<file path="config.mk">
export PLATFORM = sky130hd
export DESIGN_NAME = l15_req_arbiter
export DESIGN_NICKNAME = d
export VERILOG_FILES = /design/src/rtl/l15_req_arbiter.sv
export SDC_FILE = /design/constraint.sdc
export NUM_CORES = 1
export LEC_CHECK = 0
export BUFFER_PORTS_ARGS = -buffer_cell sky130_fd_sc_hd__buf_2
export CAP_MARGIN = 20
export CORE_ASPECT_RATIO = 1.5
export CORE_MARGIN = 4
export CORE_UTILIZATION = 44
export DETAILED_ROUTE_END_ITERATION = 12
export MAX_ROUTING_LAYER = met4
export PLACE_DENSITY = 0.91
export SLEW_MARGIN = 20
export SYNTH_ARGS = -nofsm -noshare
export SYNTH_HDL_FRONTEND = slang
export SYNTH_SLANG_ARGS = --single-unit
export TNS_END_PERCENT = 50
</file>
<file path="constraint.sdc">
create_clock -name clk_i -period 6.2 [get_ports clk_i]
set_clock_uncertainty 0.15 [all_clocks]
set_input_delay 1.24 -clock clk_i [delete_from_list [all_inputs] [get_ports clk_i]]
set_output_delay 1.24 -clock clk_i [all_outputs]
set_load 0.01 [all_outputs]
</file>
<file path="src/rtl/l15_req_arbiter.sv">
// Round-robin arbiter for the shared L1.5 request channel. It latches one winner,
// holds it until ack, and tracks per-port in-flight credits by response PID.
module l15_req_arbiter #(
  parameter int NumPorts       = 5,
  parameter int AddrWidth      = 40,
  parameter int MaxOutstanding = 2,
  parameter int PidWidth       = $clog2(NumPorts),
  parameter int CntWidth       = $clog2(MaxOutstanding + 1)
) (
  input  logic                           clk_i,
  input  logic                           rst_i,
  input  logic [NumPorts-1:0]            req_valid_i,
  output logic [NumPorts-1:0]            req_ready_o,
  input  logic [NumPorts*AddrWidth-1:0]  req_addr_i,
  input  logic [NumPorts*5-1:0]          req_type_i,
  input  logic [NumPorts*3-1:0]          req_size_i,
  output logic                           l15_val_o,
  input  logic                           l15_ack_i,
  output logic [AddrWidth-1:0]           l15_addr_o,
  output logic [4:0]                     l15_type_o,
  output logic [2:0]                     l15_size_o,
  output logic [PidWidth-1:0]            l15_pid_o,
  input  logic                           rtrn_val_i,
  input  logic [PidWidth-1:0]            rtrn_pid_i,
  output logic [NumPorts*CntWidth-1:0]   outstanding_o,
  output logic                           busy_o,
  output logic                           err_o
);

  typedef enum logic {IDLE, SEND} state_t;

  localparam logic [PidWidth:0]   NumPortsExt = (PidWidth + 1)'(NumPorts);
  localparam logic [CntWidth-1:0] CntMax      = CntWidth'(MaxOutstanding);

  state_t                r_state;
  state_t                w_state_next;
  logic [PidWidth-1:0]   r_last_grant;
  logic [AddrWidth-1:0]  r_addr;
  logic [4:0]            r_type;
  logic [2:0]            r_size;
  logic [PidWidth-1:0]   r_pid;
  logic                  r_err;

  logic [NumPorts-1:0]   w_elig;
  logic [NumPorts-1:0]   w_inc;
  logic [NumPorts-1:0]   w_dec_hit;
  logic [NumPorts-1:0]   w_dec_zero;
  logic [NumPorts-1:0]   w_cnt_nz;
  logic                  w_found;
  logic [PidWidth-1:0]   w_winner;
  logic                  w_accept;
  logic                  w_pid_bad;
  logic                  w_err_event;

  // Rotating priority: search starts one past the previous winner.
  always_comb begin
    int w_idx;
    w_found  = 1'b0;
    w_winner = '0;
    w_idx    = 0;
    for (int off = 1; off <= NumPorts; off++) begin
      w_idx = (int'(r_last_grant) + off) % NumPorts;
      if (!w_found && w_elig[w_idx]) begin
        w_found  = 1'b1;
        w_winner = PidWidth'(w_idx);
      end
    end
  end

  assign w_accept = (r_state == IDLE) && w_found;

  always_comb begin
    w_state_next = r_state;
    case (r_state)
      IDLE:    if (w_accept) w_state_next = SEND;
      SEND:    if (l15_ack_i) w_state_next = IDLE;
      default: w_state_next = IDLE;
    endcase
  end

  always_ff @(posedge clk_i) begin
    if (rst_i) begin
      r_state      <= IDLE;
      r_last_grant <= PidWidth'(NumPorts - 1);
      r_addr       <= '0;
      r_type       <= '0;
      r_size       <= '0;
      r_pid        <= '0;
    end else begin
      r_state <= w_state_next;
      if (w_accept) begin
        r_last_grant <= w_winner;
        r_pid        <= w_winner;
        r_addr       <= req_addr_i[w_winner*AddrWidth +: AddrWidth];
        r_type       <= req_type_i[w_winner*5 +: 5];
        r_size       <= req_size_i[w_winner*3 +: 3];
      end
    end
  end

  for (genvar gi = 0; gi < NumPorts; gi++) begin : g_port
    logic [CntWidth-1:0] r_cnt;
    logic                w_dec;

    assign w_elig[gi]      = req_valid_i[gi] && (r_cnt < CntMax);
    assign req_ready_o[gi] = w_accept && (w_winner == PidWidth'(gi));
    assign w_inc[gi]       = req_ready_o[gi];
    assign w_dec_hit[gi]   = rtrn_val_i && (rtrn_pid_i == PidWidth'(gi));
    assign w_dec_zero[gi]  = w_dec_hit[gi] && (r_cnt == '0);
    assign w_dec           = w_dec_hit[gi] && (r_cnt != '0);
    assign w_cnt_nz[gi]    = (r_cnt != '0);
    assign outstanding_o[gi*CntWidth +: CntWidth] = r_cnt;

    // A simultaneous reserve and release cancel out.
    always_ff @(posedge clk_i) begin
      if (rst_i) begin
        r_cnt <= '0;
      end else if (w_inc[gi] && !w_dec) begin
        r_cnt <= r_cnt + CntWidth'(1);
      end else if (!w_inc[gi] && w_dec) begin
        r_cnt <= r_cnt - CntWidth'(1);
      end
    end
  end

  assign w_pid_bad   = {1'b0, rtrn_pid_i} >= NumPortsExt;
  assign w_err_event = (|w_dec_zero) || (rtrn_val_i && w_pid_bad) ||
                       (l15_ack_i && (r_state == IDLE));

  always_ff @(posedge clk_i) begin
    if (rst_i) begin
      r_err <= 1'b0;
    end else if (w_err_event) begin
      r_err <= 1'b1;
    end
  end

  assign l15_val_o  = (r_state == SEND);
  assign l15_addr_o = r_addr;
  assign l15_type_o = r_type;
  assign l15_size_o = r_size;
  assign l15_pid_o  = r_pid;
  assign busy_o     = (r_state == SEND) || (|w_cnt_nz);
  assign err_o      = r_err;

endmodule
</file>
# [Word-level counts from Yosys, hierarchy flattened]
# Cells that the tools add are included.
[word_totals] reg_bits=66 out_inout_bits=69
[classes] addsub=15 multipliers=3 div=5 n_lt_le_gt_ge=11 eq_ne=8 shifts=3 n_mux=38 bitwise_logic=1 n_reduce_logical=78
[op_table] cell="$shiftx 200x10->40" count=1
[op_table] cell="$lt 32x5->1 const B" count=5
[op_table] cell="$mod 32x4->32 const B" count=5
[op_table] cell="$logic_and 1x1->1" count=42
[op_table] cell="$shiftx 25x7->5" count=1
[op_table] cell="$mux 2" count=10
[op_table] cell="$reduce_bool 2->1" count=10
[op_table] cell="$mux 1" count=17
[op_table] cell="$bmux 1 s3" count=5
[op_table] cell="$mux 3" count=5
[op_table] cell="$shiftx 15x6->3" count=1
[op_table] cell="$logic_not 1->1" count=14
[op_table] cell="$eq 3x2->1 const B" count=4
[op_table] cell="$mul 3x3->6 const B" count=2
[op_table] cell="$add 2x1->2 const B" count=5
[op_table] cell="$logic_not 2->1" count=5
[op_table] cell="$lt 2x2->1 const B" count=5
[op_table] cell="$reduce_or 5->1" count=2
[op_table] cell="$sub 2x1->2 const B" count=5
[op_table] cell="$add 3x2->4 const B" count=2
[op_table] cell="$add 3x3->4 const B" count=2
[op_table] cell="$eq 3x1->1 const B" count=2
[op_table] cell="$eq 3x3->1 const B" count=2
[op_table] cell="$logic_not 3->1" count=2
[op_table] cell="6 further kinds" count=8

# [Longest topological paths before layout]
# Gate-level depths: netlist of run 1.
[depth] ltp_word=24 depth_mapped=26 mapped_depth_nobuf=22

# [Worst setup path after synthesis of run 1]
# Ideal clock, no wire load.
[synth_timing] kind="register to output" from="register r_last_grant[0]" to="output port req_ready_o[0]" arrival_ns=5.131 slack_ns=-0.321 stages_incl_launch_ff=21 path_buffers=3 cell_sequence="dfxtp_1 > buf_2 > inv_1 > buf_1 > ha_1 > ha_1 > or3b_1 > a32o_1 > nor2_1 > nor2_1 > ha_1 > nor2b_1 > nor2_1 > a211oi_4 > o221ai_1 > a2bb2oi_1 > a221o_1 > a221o_1 > a2111oi_4 > buf_6 > and2_1"
[synth_between] elab_chain_cells=20
[synth_rtl] item="start: declaration" line="37" source="logic [PidWidth-1:0] r_last_grant;"
[synth_rtl] item="start signal: assignment" line="84" source="r_last_grant <= PidWidth'(NumPorts - 1);"
[synth_rtl] item="start signal: assignment" line="92" source="r_last_grant <= w_winner;"
[synth_rtl] item="$add 3x1->4" line="62" source="w_idx = (int'(r_last_grant) + off) % NumPorts;"
[synth_rtl] item="$mod 32x4->32" line="62"
[synth_rtl] item="$bmux 1 s3" line="63" source="if (!w_found && w_elig[w_idx]) begin"
[synth_rtl] item="$mux 1 (implied by the code) (2 in series)" line="63"
[synth_rtl] item="$mux 1" line="63"
[synth_rtl] item="$logic_not 1->1" line="63"
[synth_rtl] item="$logic_and 1x1->1" line="63"
[synth_rtl] item="$mux 1" line="63"
[synth_rtl] item="[3 not listed]"
[synth_rtl] item="$logic_not 1->1" line="63"
[synth_rtl] item="$logic_and 1x1->1" line="63"
[synth_rtl] item="$mux 1" line="63"
[synth_rtl] item="$logic_not 1->1" line="63"
[synth_rtl] item="$logic_and 1x1->1" line="63"
[synth_rtl] item="$mux 3 / $mux 1 (equally long branches)" line="63"
[synth_rtl] item="$logic_not 3->1 / $logic_and 1x1->1 (equally long branches)" line="106, 70"
[synth_rtl] item="$logic_and 1x1->1 *" line="106" source="assign req_ready_o[gi] = w_accept && (w_winner == PidWidth'(gi));"
[synth_rtl] item="end: declaration" line="13" source="output logic [NumPorts-1:0] req_ready_o,"
# Every way passes the cells marked *; elsewhere a longest branch is shown, timed or not. The select of a mux whose other input is x is not followed.

# [Worst setup path in the final report of run 1]
# Same ends and word-level chain as after synthesis.

==> results of run 1 <==
## final timing paths
check | from | end | slack [ps] | depth (start not counted)
hold reg to reg | l15_pid_o[2] | l15_pid_o[2] | 320 | 2
setup / recovery | r_last_grant[0] | req_ready_o[0] | 140 | 19
setup reg to reg | r_last_grant[0] | l15_size_o[0] | 860 | 21
hold / removal | l15_pid_o[2] | l15_pid_o[2] | 320 | 2
## through the flow
| step | utilization, % | setup slack (ps) | setup TNS, ps | instance area (um^2) | hold WS (ps) |
|---|---|---|---|---|---|
| floorplan | - | 3.41 | 0 | 7030 | 331 |
| global route | 59.8 | -10.4 | -15.7 | 9340 | 344 |
| detailed placement | 55.8 | 259 | 0 | 8720 | 303 |
| CTS | 58.4 | 31.9 | 0 | 9120 | 317 |
| finish | 59.8 | 144 | 0 | 9340 | 319 |
| global placement | 55.8 | 369 | 0 | 8720 | 300 |
## cells by family (layout without fill, tap and decap cells)
kind of cell	Yosys count	after routing	share of synthesized area, %
buffers and inverters	122	406	7.72
DFF	64	64	18.3
adders and majority gates	29	29	5.19
muxes	17	17	3.40
xor gates and xnor gates	21	21	2.74
AOI/OAI and AO/OA	319	319	32.6
and+or+nand+nor	370	370	30.1
other	0	3	0
## area by class of cell
| class | instances | share of cell area (%) |
|---|---|---|
| clock inverters | 5 | 1.11 |
| flip-flops and latches | 64 | 13.7 |
| diodes | 3 | 0.0804 |
| clock buffers | 11 | 2.60 |
| well taps | 203 | 2.72 |
| inverters | 21 | 0.857 |
| multi-input cells | 756 | 57.5 |
| repair buffers | 369 | 21.4 |
## layout by cell type, fill, tap and decap left out, drive strengths merged, types with 9 or more instances in the layout
cell / synthesis / layout
inv: 20 / 20
and3: 96 / 96
ha: 29 / 29
o21ai: 73 / 73
nor2: 29 / 29
nand2: 65 / 65
and2: 9 / 9
nand3: 11 / 11
dfxtp: 64 / 64
nand4: 98 / 98
a21boi: 97 / 97
buf: 30 / 369
xnor2: 9 / 9
a21oi: 26 / 26
xor2: 12 / 12
o211ai: 57 / 57
clkbuf: 71 / 11
nor3: 11 / 11
nand2b: 10 / 10
## per-layer routing
layer	up-vias	GRT usage, %	wire, um
li1	4162	-	-
met3	145	3.27	2300
met4	0	19.0	2030
met1	4194	35.3	10500
met5	-	-	0
met2	580	52.3	14500
## timing repair
action                                  in CTS  in global routing
gates resized for setup                      3                 43
endpoints found under the setup margin       2                  5
pin swaps                                    3                 16
setup buffers                                6                  7
## worst register-to-register path, cell delays in order, from the launching register on
cell and delay [ps]:
dfxtp_2 330, ha_2 190, xor2_1 160, ha_2 220, or3b_4 410, a32o_2 280
nor2_4 140, nor2_4 60, ha_2 180, nor2b_4 130, nor2_2 60, a211oi_4 310
buf_6 160, buf_4 100, o311a_1 190, o2bb2ai_1 140, a21oi_1 340, o22a_4 230
buf_4 740, a21boi_0 300, o21ai_1 280, nand4_1 120
## registers in the layout, summed over array words and instances, names as in the netlist
| name | cells |
|---|---|
| err_o | 1 |
| l15_addr_o | 40 |
| l15_size_o | 3 |
| r_last_grant | 3 |
| l15_type_o | 5 |
| l15_val_o | 1 |
| g_port.r_cnt | 10 |
| l15_pid_o | 1 |
==> metrics, run 1 <==
maxcap violations 0; die area 0.0180 mm^2; top_reg_cell synth dfxtp_1; area occupied by multi-input gates 0.00537 mm^2; vias in the first global route 8,361; CP delay by family, top compound AO/OA/AOI/OAI gates; synthesized flop and latch total 64; detailed-route via count 9,081; nets 1,502; Max FO, Critical Path 4; Fillers 1,410; final setup violation count 0; cell count after placement 1,400; ANT nets after route 0; Worst Path Buf+Inv 2; synth cell count leaders nand4_1, a21boi_0, and3_1, clkbuf_1, nand2_1; total CTS buffers 9; fin crit period 6060 ps; Synth area leaders dfxtp_1, a21boi_0, nand4_1; Clock transition at path regs 60 ps; CP most frequent cell ha_2; Vert. Die Dim 162 um; H-tree Lvls 3; Core Area 0.0156 mm^2; Rows 56; Longest Clk Path Bufs 2; Post-Route WL 29,400 um; CTS tree yes; slew margin rel. 32.8%; post-synthesis cell area 0.00700 mm^2; DPL Wire Length 21,800 um; post-synthesis cell count 942; Hold-fix buffers, CTS 0; Chip Width 111 um; DRC 0; Crit path required time 4810 ps; YS warnings 0; area leader, netlist dfxtp_1; Final Hold Fails 0; Yosys top cell area share 18.3%; Root Buffer clkbuf_16; clock sink count 64; CP Capture Type output port; Yosys cell types 82; drt pass-1 iters 5; fmax 165 MHz; Total GRT Usage 31.0%; global placer's final weighted congestion 1.06; slowest stage delay, CP 430 ps; status finished, final reports clean; initial core utilization 44.8%; Buffers on Ports 320; EDFF count, synth 0; pin count of the biggest net entering global routing 194; storage element area 0.00128 mm^2; worst hold path type reg -> reg; register area share after synthesis 18.3%; Mean Syn Cell Area 7.43 um^2; DR WL/cell 20.5 um; crit path cell chain ha_2 > xor2_1 > ha_2 > or3b_4 > a32o_2 > nor2_4 > nor2_4 > ha_2 > nor2b_4 > nor2_2 > a211oi_4 > buf_6 > o221ai_2 > a2bb2oi_2 > a221o_1 > a221o_1 > a2111oi_4 > and2_4 > buf_6; DR iter-0 viols 869; Critical Path Slowest Stage Cell a2111oi_4; Crit Path Category reg -> out; Startpoint Class flop; share of cells above drive strength 1 36.8%; Area growth syn-to-layout 33.5%; non-filler cells, final 1,432; Pins Over Slew Limit 0; via density per instance 6.34; first-pass GRT wire length 44,000 um; IO Pins 321; count leader, synth nand4_1; grt ovf 0; Critical Path AT 4670 ps; clk_lat worst skew 330 ps; Slew @ Worst Pin 1010 ps; Synthesized Nets 1,223; number of antenna violations at the first check in global routing 2; crit share post-route 97.7%; Synth async-reset ratio 0%
Power of run 1 is left out: the tool's default activity adds up to more than one toggle a clock period on the data nets, which glitch-free logic cannot reach.
==> run 2, diff against run 1 <==
--- a/config.mk
+++ b/config.mk
@@ -6,9 +6,8 @@
 export NUM_CORES = 1
 export LEC_CHECK = 0
 export BUFFER_PORTS_ARGS = -buffer_cell sky130_fd_sc_hd__buf_2
-export CAP_MARGIN = 20
+export CAP_MARGIN = 25
 export CORE_ASPECT_RATIO = 1.5
-export CORE_MARGIN = 4
 export CORE_UTILIZATION = 44
 export DETAILED_ROUTE_END_ITERATION = 12
 export MAX_ROUTING_LAYER = met4
==> constraint.sdc (replaced) <==
create_clock -name clk_i -period 6.2 [get_ports clk_i]
set_clock_uncertainty 0.15 [all_clocks]
set_input_delay 0.62 -clock clk_i [delete_from_list [all_inputs] [get_ports clk_i]]
set_output_delay 0.62 -clock clk_i [all_outputs]
set_load 0.01 [all_outputs]
==> metrics, run 2 (same netlist as run 1, synthesis figures left out) <==
total CTS buffers 9 (unchanged); IO Pins 321 (unchanged); Fillers 1,459 (+3.5%); RSZ-0062 raised after global routing no; share of cells above drive strength 1 33.2% (-3.6 points); Clock transition at path regs 60 ps (about the same); worst hold slack 311 ps (-8.53 ps); cells on worst reg2reg path 20 (-4.8%); Pins Over Slew Limit 0 (unchanged); die area 0.0164 mm^2 (-8.9%); fmax 169 MHz (+2.2%); hold_sp l15_pid_o[2]; Total GRT Usage 33.8% (+2.8 points); H-tree Lvls 3 (unchanged); DR WL/cell 19.8 um (-3.6%); drt pass-1 iters 5 (unchanged); Longest Clk Path Bufs 2 (unchanged); r2r startpoint r_last_grant[0]; Area growth syn-to-layout 28.2%; maxcap violations 0 (unchanged); via density per instance 6.29 (-0.84%); fin area 0.00897 mm^2 (-4.0%); worst hold path type reg -> reg; ANT nets after route 0 (unchanged); DR iter-0 viols 686 (-21%); DRC 0 (unchanged); Post-Route WL 27,900 um (-4.9%); number of antenna violations at the first check in global routing 3 (+1); first-pass GRT wire length 42,400 um (-3.7%); Hold Path Depth 2 (unchanged); Hold EP l15_pid_o[2]; clk_lat worst skew 340 ps (about the same); Rows 56 (unchanged); Slew @ Worst Pin 759 ps (-249 ps); clock sink count 64 (unchanged); vias in the first global route 8,075 (-3.4%); Final Hold Fails 0 (unchanged); Startpoint Class flop; pin count of the biggest net entering global routing 140 (-28%); crit share post-route 95.6% (-2.1 points); fin crit period 5920 ps (-132 ps); CP Capture Type output port; Buffers on Ports 320 (unchanged); most common cell after layout, fill and taps aside buf_2; commonest cells after routing, fill and taps aside buf_2, nand4_1, a21boi_0, and3_1, nand2_1; Hold-fix buffers, CTS 0 (unchanged); Root Buffer clkbuf_16; Core Area 0.0156 mm^2 (unchanged); Crit Path Category reg -> out; Chip Width 105 um (-5.4%); CTS tree yes; setup tns final 0 ps (unchanged); initial core utilization 44.8% (unchanged); detailed-route via count 8,879 (-2.2%); reg-to-reg endpoint g_port[0].r_cnt[1]; Vert. Die Dim 156 um (-3.7%); Reg2Reg Setup Slack 550 ps (-310 ps); Crit path required time 5430 ps (+620 ps); DPL Wire Length 20,600 um (-5.5%); Max FO, Critical Path 9 (+5); grt ovf 0 (unchanged); nets 1,483 (-1.3%); Placed Area 0.00860 mm^2 (-1.3%); global placer's final weighted congestion 1.04 (-1.9%); status finished, final reports clean; final setup violation count 0 (unchanged); Critical Path AT 5150 ps (+480 ps); slew margin rel. 49.4% (+17 points); max reg flops 40 (unchanged)
==> run 2: cell types whose count changed in the layout (fill, tap and decap cells not counted), moves of 4 or more <==
cell    previous run  this run
ha_2               7         1
nor2_1            24        28
buf_6              4         0
ha_1              21        28
buf_4             46        27
==> run 2: worst max path at each step <==
stage / end / depth (start not counted) / start / slack [ps]
2_1_floorplan: g_port[0].r_cnt[1] / 23 / r_last_grant[0] / 110
3_3_place_gp: g_port[0].r_cnt[1] / 19 / r_last_grant[1] / 560
3_5_place_dp: g_port[0].r_cnt[1] / 20 / r_last_grant[1] / 460
4_1_cts: req_ready_o[0] / 18 / r_last_grant[1] / 140
5_1_grt: req_ready_o[0] / 18 / r_last_grant[0] / 10
6_report: req_ready_o[0] / 18 / r_last_grant[0] / 280
==> run 2: layer usage <==
layer  up-vias  wire (um)  global-route usage [%]  part of all wire (%)
li1       4126          -                       -                     -
met1      4123      10500                    39.7                    37
met2       516      13600                    54.7                    49
met3       114       2370                    6.41                   8.5
met4         0       1460                    17.9                   5.2
met5         -          0                       -                     0
==> run 2: area by class of cell <==
| type | count | area (um^2) | area share (%) |
|---|---|---|---|
| tap | 203 | 254 | 2.83 |
| sequential | 64 | 1280 | 14.3 |
| clock buffer | 10 | 229 | 2.55 |
| timing repair buffer | 350 | 1860 | 20.8 |
| antenna | 3 | 7.51 | 0.0837 |
| clock inverter | 5 | 35.0 | 0.390 |
| inverter | 21 | 82.6 | 0.920 |
| multi-input combinational | 756 | 5220 | 58.2 |
==> run 2: critical path, cell delays in order (launching register included) <==
cell       delay [ps]
dfxtp_1           440
ha_2              330
xor2_1            120
ha_1              240
or3b_1            420
a32o_1            320
nor2_1            140
nor2_1             90
ha_1              180
nor2b_1           140
nor2_1             80
a211oi_4          380
mux2i_1           290
a2bb2oi_1         170
a221o_1           370
a221o_1           380
a2111oi_4         370
and2_1            220
buf_2             150
==> run 2: per-stage QoR <==
step | setup slack [ps] | utilization, % | cells
2_1_floorplan | 111 | - | 942
3_3_place_gp | 559 | 55.1 | 1384
3_5_place_dp | 461 | 55.1 | 1384
4_1_cts | 138 | 56.7 | 1399
5_1_grt | 9.58 | 57.4 | 1412
6_report | 275 | 57.4 | 1412
==> run 2: repair_timing <==
item,CTS,global route
gates resized for setup,0,7
buffers inserted,0,10
endpoints found under the setup margin,0,6
Power of run 2 is left out for the same reason.
